## config.mk

```make
export PLATFORM = sky130hd
export DESIGN_NAME = rebble_display_host
export DESIGN_NICKNAME = d
export VERILOG_FILES = /design/src/rtl/rebble_display_host.sv
export SDC_FILE = /design/constraint.sdc
export NUM_CORES = 1
export LEC_CHECK = 0
export ABC_AREA = 1
export CAP_MARGIN = 15
export CORE_MARGIN = 5
export CORE_UTILIZATION = 52
export DETAILED_ROUTE_END_ITERATION = 8
export GPL_TIMING_DRIVEN = 0
export PLACE_DENSITY = 0.83
export RECOVER_POWER = 25
export SETUP_SLACK_MARGIN = 0.3
export SKIP_CTS_REPAIR_TIMING = 1
export SLEW_MARGIN = 20
export SYNTH_ARGS = -nofsm -noshare
export SYNTH_HDL_FRONTEND = slang
export SYNTH_SLANG_ARGS = --single-unit
export TNS_END_PERCENT = 5
```

## constraint.sdc

```tcl
create_clock -name i_clk -period 1.8 [get_ports i_clk]
set_input_delay 0.45 -clock i_clk [delete_from_list [all_inputs] [get_ports i_clk]]
set_output_delay 0.45 -clock i_clk [all_outputs]
set_load 0.01 [all_outputs]
```

## src/rtl/rebble_display_host.sv

```systemverilog
// SPI master feeding one frame (command byte, then ROWS*COLS pixel bytes) to the rebble display panel.
// Waits for the panel's intn acknowledge, and aborts cleanly if reset_done drops mid-frame.
module rebble_display_host #(
  parameter int          SCK_HALF    = 2,
  parameter int          CS_SETUP    = 8,
  parameter int          ROWS        = 168,
  parameter int          COLS        = 144,
  parameter logic [7:0]  CMD_FRAME   = 8'h05,
  parameter int          ACK_TIMEOUT = 65535
) (
  input  logic       i_clk,
  input  logic       i_rst_n,
  input  logic       i_start,
  output logic       o_busy,
  output logic       o_done,
  output logic       o_ack_err,
  input  logic [7:0] i_pix_data,
  input  logic       i_pix_valid,
  output logic       o_pix_ready,
  output logic [7:0] o_row,
  output logic [7:0] o_col,
  output logic       o_cs,
  output logic       o_sck,
  output logic       o_mosi,
  input  logic       i_miso,
  input  logic       i_reset_done,
  input  logic       i_intn
);

  localparam int MAX_A   = (CS_SETUP > SCK_HALF) ? CS_SETUP : SCK_HALF;
  localparam int CNT_MAX = (ACK_TIMEOUT > MAX_A) ? ACK_TIMEOUT : MAX_A;
  localparam int CNT_W   = $clog2(CNT_MAX + 1);
  localparam int ROW_W   = (ROWS > 1) ? $clog2(ROWS) : 1;
  localparam int COL_W   = (COLS > 1) ? $clog2(COLS) : 1;

  localparam logic [CNT_W-1:0] CNT_ONE    = CNT_W'(1);
  localparam logic [CNT_W-1:0] SETUP_LAST = CNT_W'(CS_SETUP - 1);
  localparam logic [CNT_W-1:0] HALF_LAST  = CNT_W'(SCK_HALF - 1);
  localparam logic [CNT_W-1:0] ACK_LAST   = CNT_W'(ACK_TIMEOUT - 1);
  localparam logic [ROW_W-1:0] ROW_ONE    = ROW_W'(1);
  localparam logic [ROW_W-1:0] ROW_LAST   = ROW_W'(ROWS - 1);
  localparam logic [COL_W-1:0] COL_ONE    = COL_W'(1);
  localparam logic [COL_W-1:0] COL_LAST   = COL_W'(COLS - 1);

  typedef enum logic [3:0] {
    IDLE, CMD_SETUP, CMD_SHIFT, GAP, PIX_SETUP, PIX_WAIT, PIX_SHIFT, FINISH, ACK_WAIT
  } state_t;

  state_t           r_state, w_state_next;
  logic [CNT_W-1:0] r_cnt, w_cnt_next;
  logic [2:0]       r_bit, w_bit_next, w_bit_inc;
  logic [7:0]       r_shift, w_shift_next;
  logic [ROW_W-1:0] r_row, w_row_next;
  logic [COL_W-1:0] r_col, w_col_next;
  logic             r_cs, w_cs_next;
  logic             r_sck, w_sck_next;
  logic             r_mosi, w_mosi_next;
  logic             r_busy, w_busy_next;
  logic             r_done, w_done_next;
  logic             r_ack_err, w_ack_err_next;
  logic             r_intn_s1, r_intn_s2;
  logic             w_setup_end, w_half_end, w_ack_end, w_last_pix;
  logic             w_unused_miso;

  assign w_unused_miso = i_miso;
  assign w_bit_inc     = r_bit + 3'd1;
  assign w_setup_end   = (r_cnt == SETUP_LAST);
  assign w_half_end    = (r_cnt == HALF_LAST);
  assign w_ack_end     = (r_cnt == ACK_LAST);
  assign w_last_pix    = (r_row == ROW_LAST) && (r_col == COL_LAST);

  always_ff @(posedge i_clk or negedge i_rst_n) begin
    if (!i_rst_n) begin
      r_state   <= IDLE;
      r_cnt     <= '0;
      r_bit     <= '0;
      r_shift   <= '0;
      r_row     <= '0;
      r_col     <= '0;
      r_cs      <= 1'b1;
      r_sck     <= 1'b0;
      r_mosi    <= 1'b0;
      r_busy    <= 1'b0;
      r_done    <= 1'b0;
      r_ack_err <= 1'b0;
      r_intn_s1 <= 1'b1;
      r_intn_s2 <= 1'b1;
    end else begin
      r_state   <= w_state_next;
      r_cnt     <= w_cnt_next;
      r_bit     <= w_bit_next;
      r_shift   <= w_shift_next;
      r_row     <= w_row_next;
      r_col     <= w_col_next;
      r_cs      <= w_cs_next;
      r_sck     <= w_sck_next;
      r_mosi    <= w_mosi_next;
      r_busy    <= w_busy_next;
      r_done    <= w_done_next;
      r_ack_err <= w_ack_err_next;
      r_intn_s1 <= i_intn;
      r_intn_s2 <= r_intn_s1;
    end
  end

  always_comb begin
    w_state_next   = r_state;
    w_cnt_next     = r_cnt;
    w_bit_next     = r_bit;
    w_shift_next   = r_shift;
    w_row_next     = r_row;
    w_col_next     = r_col;
    w_cs_next      = r_cs;
    w_sck_next     = r_sck;
    w_mosi_next    = r_mosi;
    w_busy_next    = r_busy;
    w_done_next    = 1'b0;
    w_ack_err_next = r_ack_err;

    case (r_state)
      IDLE: begin
        if (i_start && i_reset_done) begin
          w_state_next   = CMD_SETUP;
          w_busy_next    = 1'b1;
          w_cs_next      = 1'b0;
          w_cnt_next     = '0;
          w_ack_err_next = 1'b0;
          w_row_next     = '0;
          w_col_next     = '0;
        end
      end
      CMD_SETUP, GAP, PIX_SETUP: begin
        if (!w_setup_end) begin
          w_cnt_next = r_cnt + CNT_ONE;
        end else begin
          w_cnt_next = '0;
          if (r_state == CMD_SETUP) begin
            w_state_next = CMD_SHIFT;
            w_shift_next = CMD_FRAME;
            w_mosi_next  = CMD_FRAME[0];
            w_bit_next   = '0;
          end else if (r_state == GAP) begin
            w_state_next = PIX_SETUP;
            w_cs_next    = 1'b0;
          end else begin
            w_state_next = PIX_WAIT;
          end
        end
      end
      CMD_SHIFT, PIX_SHIFT: begin
        if (!w_half_end) begin
          w_cnt_next = r_cnt + CNT_ONE;
        end else begin
          w_cnt_next = '0;
          if (!r_sck) begin
            w_sck_next = 1'b1;
          end else begin
            // falling sck edge: next bit goes out while sck is low
            w_sck_next = 1'b0;
            if (r_bit != 3'd7) begin
              w_bit_next  = w_bit_inc;
              w_mosi_next = r_shift[w_bit_inc];
            end else begin
              w_mosi_next = 1'b0;
              if (r_state == CMD_SHIFT) begin
                w_cs_next    = 1'b1;
                w_state_next = GAP;
              end else if (w_last_pix) begin
                w_state_next = FINISH;
              end else begin
                w_state_next = PIX_WAIT;
                if (r_col == COL_LAST) begin
                  w_col_next = '0;
                  w_row_next = r_row + ROW_ONE;
                end else begin
                  w_col_next = r_col + COL_ONE;
                end
              end
            end
          end
        end
      end
      PIX_WAIT: begin
        if (i_pix_valid) begin
          w_state_next = PIX_SHIFT;
          w_shift_next = i_pix_data;
          w_mosi_next  = i_pix_data[0];
          w_bit_next   = '0;
          w_cnt_next   = '0;
        end
      end
      FINISH: begin
        if (w_half_end) begin
          w_cnt_next   = '0;
          w_cs_next    = 1'b1;
          w_state_next = ACK_WAIT;
        end else begin
          w_cnt_next = r_cnt + CNT_ONE;
        end
      end
      ACK_WAIT: begin
        if (!r_intn_s2 || w_ack_end) begin
          w_ack_err_next = r_ack_err | r_intn_s2;
          w_done_next    = 1'b1;
          w_busy_next    = 1'b0;
          w_row_next     = '0;
          w_col_next     = '0;
          w_cnt_next     = '0;
          w_state_next   = IDLE;
        end else begin
          w_cnt_next = r_cnt + CNT_ONE;
        end
      end
      default: w_state_next = IDLE;
    endcase

    // panel lost readiness: drop the bus immediately, no partial byte finishes
    if ((r_state != IDLE) && !i_reset_done) begin
      w_state_next   = IDLE;
      w_cs_next      = 1'b1;
      w_sck_next     = 1'b0;
      w_mosi_next    = 1'b0;
      w_busy_next    = 1'b0;
      w_done_next    = 1'b1;
      w_ack_err_next = 1'b1;
      w_cnt_next     = '0;
      w_row_next     = '0;
      w_col_next     = '0;
    end
  end

  assign o_pix_ready = (r_state == PIX_WAIT) && i_pix_valid && i_reset_done;
  assign o_busy      = r_busy;
  assign o_done      = r_done;
  assign o_ack_err   = r_ack_err;
  assign o_row       = 8'(r_row);
  assign o_col       = 8'(r_col);
  assign o_cs        = r_cs;
  assign o_sck       = r_sck;
  assign o_mosi      = r_mosi;

endmodule

```

Yosys cells after proc, flatten, opt, wreduce, memory -nomap -nowiden --
Cells that the tools add are included.
Storage, ports and cells: register bits after elaboration 55, latch bits 0, memory bits (writable) 0, bits in read-only memories 0, bits of input ports 15, word-level logic and storage cells 172, memories 0
Cells by class: add/subtract/negate cells 4, $mul 0, div/mod/pow operators 0, order comparisons 1, equality and inequality tests 35, shift-type cells 0, muxes and demuxes 85, bitwise logic cells 1, reduce and logical (&&, ||, !) cells 32
Operators by type and width (count):
- two-way mux 8 bit | 19
- two-way mux 16 bit | 6
- one-hot mux 16 bit (5 select lines) | 1
- inequality test 3 bit (second input constant) | 16
- one-hot mux 8 bit (3 select lines) | 2
- two-way mux 4 bit | 9
- two-way mux 1 bit | 31
- two-way mux 3 bit | 8
- one-hot mux 4 bit (6 select lines) | 1
- adder 16 x 1 -> 16 bit (second input constant) | 1
- adder 8 x 1 -> 8 bit (second input constant) | 2
- equality test 16 x 1 -> 1 bit (second input constant) | 1
- equality test 16 bit (second input constant) | 1
- equality test 16 x 3 -> 1 bit (second input constant) | 1
- equality test 4 x 3 -> 1 bit (second input constant) | 4
- equality test 8 bit (second input constant) | 2
- one-hot mux 8 bit (2 select lines) | 1
- AND reduction 8 bit | 2
- inequality test 2 bit (second input constant) | 6
- nonzero test 4 bit | 3
- AND reduction 10 bit | 1
- one-hot mux 3 bit (3 select lines) | 1
- AND reduction 9 bit | 1
- equality test 4 x 2 -> 1 bit (second input constant) | 2
- 25 further kinds | 36

Depth between registers and ports, before layout --
Gate-level depths: netlist of the first run.
depth in word-level cells 9, depth in mapped cells 13

Worst setup path before layout of the first run --
OpenSTA, ideal clock, no wires.
path kind register -> output, from register r_state[3], to output port o_pix_ready, arrival time 1467 ps, setup slack -117 ps, stages on the path, launching flop included 8, path buffers 0, cells stage by stage dfrtp_1 > inv_1 > nand2_1 > nor2_1 > inv_1 > nor2_1 > inv_1 > nor2_1
Between the ends: cells in the longest elaborated chain, start to end 3
RTL lines:
- start: declaration | RTL line 49 | state_t r_state, w_state_next;
- start signal: assignment | RTL line 89 | r_state <= w_state_next;
- equality test 4 x 3 -> 1 bit | RTL line 232 | assign o_pix_ready = (r_state == PIX_WAIT) && i_pix_valid && i_reset_done;
- logical AND 1 bit (2 in series) | RTL line 232
- end: declaration | RTL line 19 | output logic o_pix_ready,
Every way passes these cells.

Worst setup path in the final report of the first run --
from register r_state[3], to register r_cnt[10]
Between the ends: cells in the longest elaborated chain, start to end 4
RTL lines:
- equality test 4 x 2 -> 1 bit, or another cell as far along | RTL line 120 | case (r_state)
- OR reduction 3 bit (no line), or another cell as far along
- one-hot mux 16 bit (5 select lines), or another cell as far along | RTL line 120
- two-way mux 16 bit / AND reduction 3 bit (equally long branches)
- end signal: assignment | RTL line 90 | r_cnt <= w_cnt_next;
- end: declaration | RTL line 50 | logic [CNT_W-1:0] r_cnt, w_cnt_next;
Several ways; a longest one is shown, not always the timed one. A chain may end at the register's enable or synchronous reset.

==> results of run 1 <==
==> worst reg2reg max path, stage by stage (launching register included) <==
cell	delay, ps
dfrtp_2	450
buf_4	170
nor2_4	170
nand2_2	130
nand2_4	150
nand3_1	140
and2_2	260
nand2_4	110
buf_4	190
nand2_1	70
nand2_1	80
==> layout make-up <==
cell class	instances	area share
Buffer	13	0.01639
Clock buffer	5	0.01386
Clock inverter	3	0.003781
Inverter	65	0.05067
Multi-Input combinational cell	453	0.4880
Sequential cell	55	0.2811
Tap cell	99	0.02496
Timing Repair Buffer	60	0.1213
==> worst paths after layout <==
kind                       slack, ps  startpoint        end
min reg2reg                      360   r_intn_s1  r_intn_s2
min                              360   r_intn_s1  r_intn_s2
max reg2reg                     -170  r_state[3]  r_cnt[10]
min in group asynchronous        450     i_rst_n   o_col[3]
max                             -170  r_state[3]  r_cnt[10]
max in group asynchronous        360     i_rst_n   r_cnt[1]
==> sequential cells by signal, indices dropped and copies added, names as in the netlist <==
register / cells
r_cnt: 16
o_col: 8
o_row: 8
r_shift: 8
r_state: 4
r_bit: 3
o_ack_err: 1
o_busy: 1
o_cs: 1
o_done: 1
o_mosi: 1
o_sck: 1
r_intn_s1: 1
r_intn_s2: 1
==> stage by stage <==
stage	hold WS [ps]	setup WS, ps	std cells
after CTS	211.0	-874.2	726
after global placement	351.0	-1613	718
after global routing	365.1	-255.8	753
after floorplan	154.4	162.8	583
final	361.3	-166.1	753
after detailed placement	348.5	-590.9	718
==> routing by layer <==
| metal | track usage | share of wire | vias to the layer above |
|---|---|---|---|
| met5 | 0 | 0 | - |
| met2 | 0.3537 | 0.49 | 198 |
| met3 | 0.03518 | 0.074 | 14 |
| li1 | - | - | 2040 |
| met1 | 0.3171 | 0.42 | 1969 |
| met4 | 0.05687 | 0.011 | 0 |
==> Yosys cell counts (all sizes together) <==
cell type	number
nand2	199
nand3	75
nor2	72
inv	65
dfrtp	52
o21ai	33
nand4	15
a21oi	10
nor3	8
buf	7
ha	7
clkbuf	6
nor4	6
xor2	6
o211ai	5
a31oi	3
dfstp	3
nand3b	3
a22o	2
nor3b	2
o21bai	2
and2	1
xnor2	1
==> cell families (layout without fill, tap and decap cells) <==
kind of cell	count (synthesis)	after routing	synth area share
xor gates and xnor gates	7	7	0.01594
and+or+nand+nor	381	384	0.4398
DFF	55	55	0.3588
adders and majority gates	7	7	0.02277
buffers and inverters	78	146	0.08165
AOI/OAI and AO/OA	55	55	0.08100
==> power by group <==
group          internal (uW)  switching, uW  total (uW)
registers               1490            224        1710
clock network            275            423         699
logic                   1210           2170        3380
total                   2970           2810        5790
==> impl_metrics.yaml, run 1 <==
floorplanning:
  row_count: 31
  dieArea_sq_um: 9217
  pin_count: 38
  die_w_um: 96.01
  core_sq_um: 7214
  start_util: 0.5331
  die_y_um: 96.01
setup_path:
  worstPathRequired_ps: 2050
  cp.depth: 10
  crit_family: "simple AND/OR/NAND/NOR gates"
  crit_buf_inv: 2
  critPathSlowestCell: "dfrtp_2"
  endpoint_kind: "register"
  r2r_cells: 10
  start_kind: "register"
  cp_data_arrival_time_ps: 2220
  cp_cell_sequence: "buf_4 -> nor2_4 -> nand2_2 -> nand2_4 -> nand3_1 -> and2_2 -> nand2_4 -> buf_4 -> nand2_1 -> nand2_1"
  worst_path_largest_cell_delay_ps: 450
  worstSetupPathType: "register to register"
  crit_fanout: 10
finish:
  diodes: 0
  final_common_cell: "nand2_1"
  drive_above_1_share: 0.1865
  fin_util: 0.6880
  ff_latch_area_sq_um: 1395
  finalInstanceArea_sq_um: 4964
  fill_cells: 603
  final_nets: 675
  syn_to_final_growth_pct: 29.05
  multiInputGateArea_sq_um: 2422
  final_cell_mix: "nand2_1 (182), nand3_1 (69), inv_1 (56)"
synthesis:
  yosysUniqueCellTypes: 36
  yosysTopAreaCell: "dfrtp_1"
  ys_seq_area_frac: 0.3588
  ys_ff_latch: 55
  synth_area_sq_um: 3846
  yosys-top-cells-area: "dfrtp_1 (34%), nand2_1 (19%), nand3_1 (9.6%)"
  synth_top_area_share: 0.3383
  synth_warnings: 0
  syn-num-nets: 605
  synthCells: 583
  syn_avg_cell_area_sq_um: 6.597
sta:
  period_share: 1.092
  setup_viol: 34
  fin_setup_tns_ps: -4040
  fin_crit_ps: 1966
  slew_violations: 0
  clock_skew_ps: 15.46
  hold_violations: 0
  relSlewSlack: 0.03557
  tightest_slew_ps: 1447
  fmax_mhz: 508.6
  fin_ws_ps: -166.1
  rsz0062_at_grt: "yes"
drt:
  drtAntennaViolNets: 0
  first_pass_iters: 6
  remaining_drc_errors: 0
  avgViaCountPerCell: 5.606
  drt_iter0_drc: 428
  num_vias: 4221
  avgRoutedWirePerCell_um: 15.24
  wl_um: 11480
global_routing:
  antenna_found_initial: 0
  grt_pass1_wl_um: 16460
  track_usage: 0.2230
  gr-total-overflow: 0
  grt_pass1_vias: 3669
  grt_max_degree: 56
placement:
  io_buffers: 36
  gp_congestion: 0.9191
  dpl_cell_area_sq_um: 4388
  dpl.hpwl_um: 7384
pwr:
  power_uw: 5787
  p_per_area_nw_per_um2: 1166
  p_leak_uw: 0.002690
  max-vdd-ir-drop_mv: 0.8207
clock_network:
  cts_root_buf: "clkbuf_8"
  cts_buffers: 5
  cts.clk_slew.worst_paths_ps: 100
  cts_tree: "yes"
  cts_max_path_buffers: 2
  clock_latency_ps: 320
  cts_sinks: 55
  htreeDepth: 2
flow_run:
  max-cap-violations: 0
worst_hold_path:
  whs_path_depth: 0
  hold_path_class: "register to register"
status:
  violations: "negative setup slack"
  status: "finished, violations left"
Note: power is estimated with default switching activity, not from simulation.
==> run 2, diff against run 1 <==
--- a/config.mk
+++ b/config.mk
@@ -9,8 +9,8 @@
 export CAP_MARGIN = 15
 export CORE_MARGIN = 5
-export CORE_UTILIZATION = 52
+export CORE_UTILIZATION = 58
 export DETAILED_ROUTE_END_ITERATION = 8
 export GPL_TIMING_DRIVEN = 0
-export PLACE_DENSITY = 0.83
+export PLACE_DENSITY = 0.87
 export RECOVER_POWER = 25
 export SETUP_SLACK_MARGIN = 0.3
==> constraint.sdc (replaced) <==
create_clock -name i_clk -period 2 [get_ports i_clk]
set_input_delay 0.6 -clock i_clk [delete_from_list [all_inputs] [get_ports i_clk]]
set_output_delay 0.6 -clock i_clk [all_outputs]
set_load 0.01 [all_outputs]
==> run 2 against run 1 <==
Compared with the run above:
- the run still ends with negative setup slack left
- via count rose by 5.2%
- final area increased by 1.0%
- clock skew is 1.7 ps lower
- register-to-register slack improved by 160 ps
- non-clock buffer count is 4 higher
- wire length grew 3.1%
- utilization grew 9.7 points
- clock power is 7.6% lower
- largest cell class unchanged
- highest routed layer unchanged
==> impl_metrics.yaml, run 2 (synthesized netlist as in run 1, its figures left out) <==
status:
  status: "finished, violations left"
  violations: "negative setup slack"
finish:
  largest_reg_flops: 16
  drive_above_1_share: 0.2104
  diodes: 0
  final_nets: 677
  final_cell_mix: "nand2_1 (178), nand3_1 (67), inv_1 (54)"
  regMostFlops: "r_cnt"
  final_common_cell: "nand2_1"
  fin_util: 0.7853
  fill_cells: 409
  syn_to_final_growth_pct: 30.38
setup_path:
  worstSetupEndpoint: "o_pix_ready"
  endpoint_kind: "output pin"
  ff2ff_setup_slack_ps: -10
  worstSetupPathType: "register to output pin"
  cp_data_arrival_time_ps: 1490
  cp-startpoint: "r_state[3]"
  worstReg2RegEnd: "o_row[4]"
  timing.rr.start: "r_state[1]"
  start_kind: "register"
  crit_fanout: 4
  r2r_cells: 10
  worstPathRequired_ps: 1400
global_routing:
  gr-total-overflow: 0
  grt_max_degree: 56
  grt_pass1_wl_um: 16350
  track_usage: 0.2296
  grt_pass1_vias: 3728
  antenna_found_initial: 0
floorplanning:
  pin_count: 38
  start_util: 0.6023
  row_count: 29
  die_w_um: 91.44
  dieArea_sq_um: 8360
  core_sq_um: 6386
  die_y_um: 91.44
drt:
  first_pass_iters: 7
  wl_um: 11840
  remaining_drc_errors: 0
  drtAntennaViolNets: 0
  avgViaCountPerCell: 6.060
  avgRoutedWirePerCell_um: 16.15
  num_vias: 4442
  drt_iter0_drc: 780
clock_network:
  cts_buffers: 5
  htreeDepth: 2
  cts.clk_slew.worst_paths_ps: 90
  clock_latency_ps: 320
  cts_sinks: 55
  cts_tree: "yes"
  cts_max_path_buffers: 2
  cts_root_buf: "clkbuf_8"
pwr:
  max-vdd-ir-drop_mv: 1.043
  p_leak_uw: 0.002646
  p_per_area_nw_per_um2: 1078
sta:
  relSlewSlack: 0.08290
  period_share: 1.043
  fin_crit_ps: 2085
  hold_violations: 0
  setup_viol: 3
  slew_violations: 0
  tightest_slew_ps: 1376
  rsz0062_at_grt: "yes"
  clock_skew_ps: 13.74
  fmax_mhz: 479.6
  fin_ws_ps: -85.03
worst_hold_path:
  hold_path_class: "register to register"
  hold_path_startpoint: "r_intn_s1"
flow_run:
  max-cap-violations: 0
placement:
  dpl.hpwl_um: 7178
  pre_cts_ws_ps: -622.2
  io_buffers: 36
  gp_congestion: 0.9330
==> run 2: cell types whose count changed in the layout (fill, tap and decap cells not counted), moves of 4 or more <==
cell and change:
buf_2 -4, nand2_1 -4, buf_4 +7, dfrtp_2 +4, dfrtp_1 -4, clkdlybuf4s50_1 +4
==> run 2: final cells by class <==
| cell class | count | area, sq um | share of cell area |
|---|---|---|---|
| clock inverter | 3 | 25.02 | 0.004990 |
| clock buffer | 5 | 68.82 | 0.01372 |
| sequential | 55 | 1400 | 0.2792 |
| tap | 77 | 96.34 | 0.01921 |
| timing repair buffer | 64 | 615.6 | 0.1228 |
| multi-input combinational | 451 | 2450 | 0.4885 |
| buffer | 13 | 100.1 | 0.01996 |
| inverter | 65 | 259.0 | 0.05165 |
==> run 2: critical path, cell delays in order (launching register included) <==
cell and delay [ps]:
dfrtp_2 450, inv_4 90, nand2_4 60, nor2_4 180, inv_4 70, nor2_4 90, inv_2 60, nor2_4 80
buf_6 100
==> run 2: power by group <==
group	switching [uW]	internal [uW]
clock	395	252
sequential	202	1340
combinational	2070	1150
==> run 2: through the flow <==
step                hold slack [ps]  total power (uW)  instance area [sq um]  instances  TNS (ps)
CTS                           359.2              4507                   4428        704     -4073
floorplan                     304.4              3155                   3880        583         0
detailed placement            349.8              3878                   4334        696    -16120
global route                  367.6              5689                   5015        733     -1297
global placement              348.9              3799                   4337        696    -88070
finish                        363.4              5408                   5015        733    -96.86
==> run 2: metal layers <==
metal  share of wire  track usage  routed length, um  vias to the layer above
li1                -            -                  -                     2036
met1            0.39       0.3222               4570                     2056
met2            0.47       0.3699               5600                      288
met3            0.10      0.03306               1224                       62
met4           0.037      0.06357                441                        0
met5               0            0                  0                        -
==> run 2: worst min-delay path by stage <==
stage	endpoint	slack, ps	cells past startpoint
2_1_floorplan	o_ack_err	300	0
3_3_place_gp	r_intn_s2	350	0
3_5_place_dp	r_intn_s2	350	0
4_1_cts	o_col[3]	360	1
5_1_grt	r_intn_s2	370	0
6_report	r_intn_s2	360	0
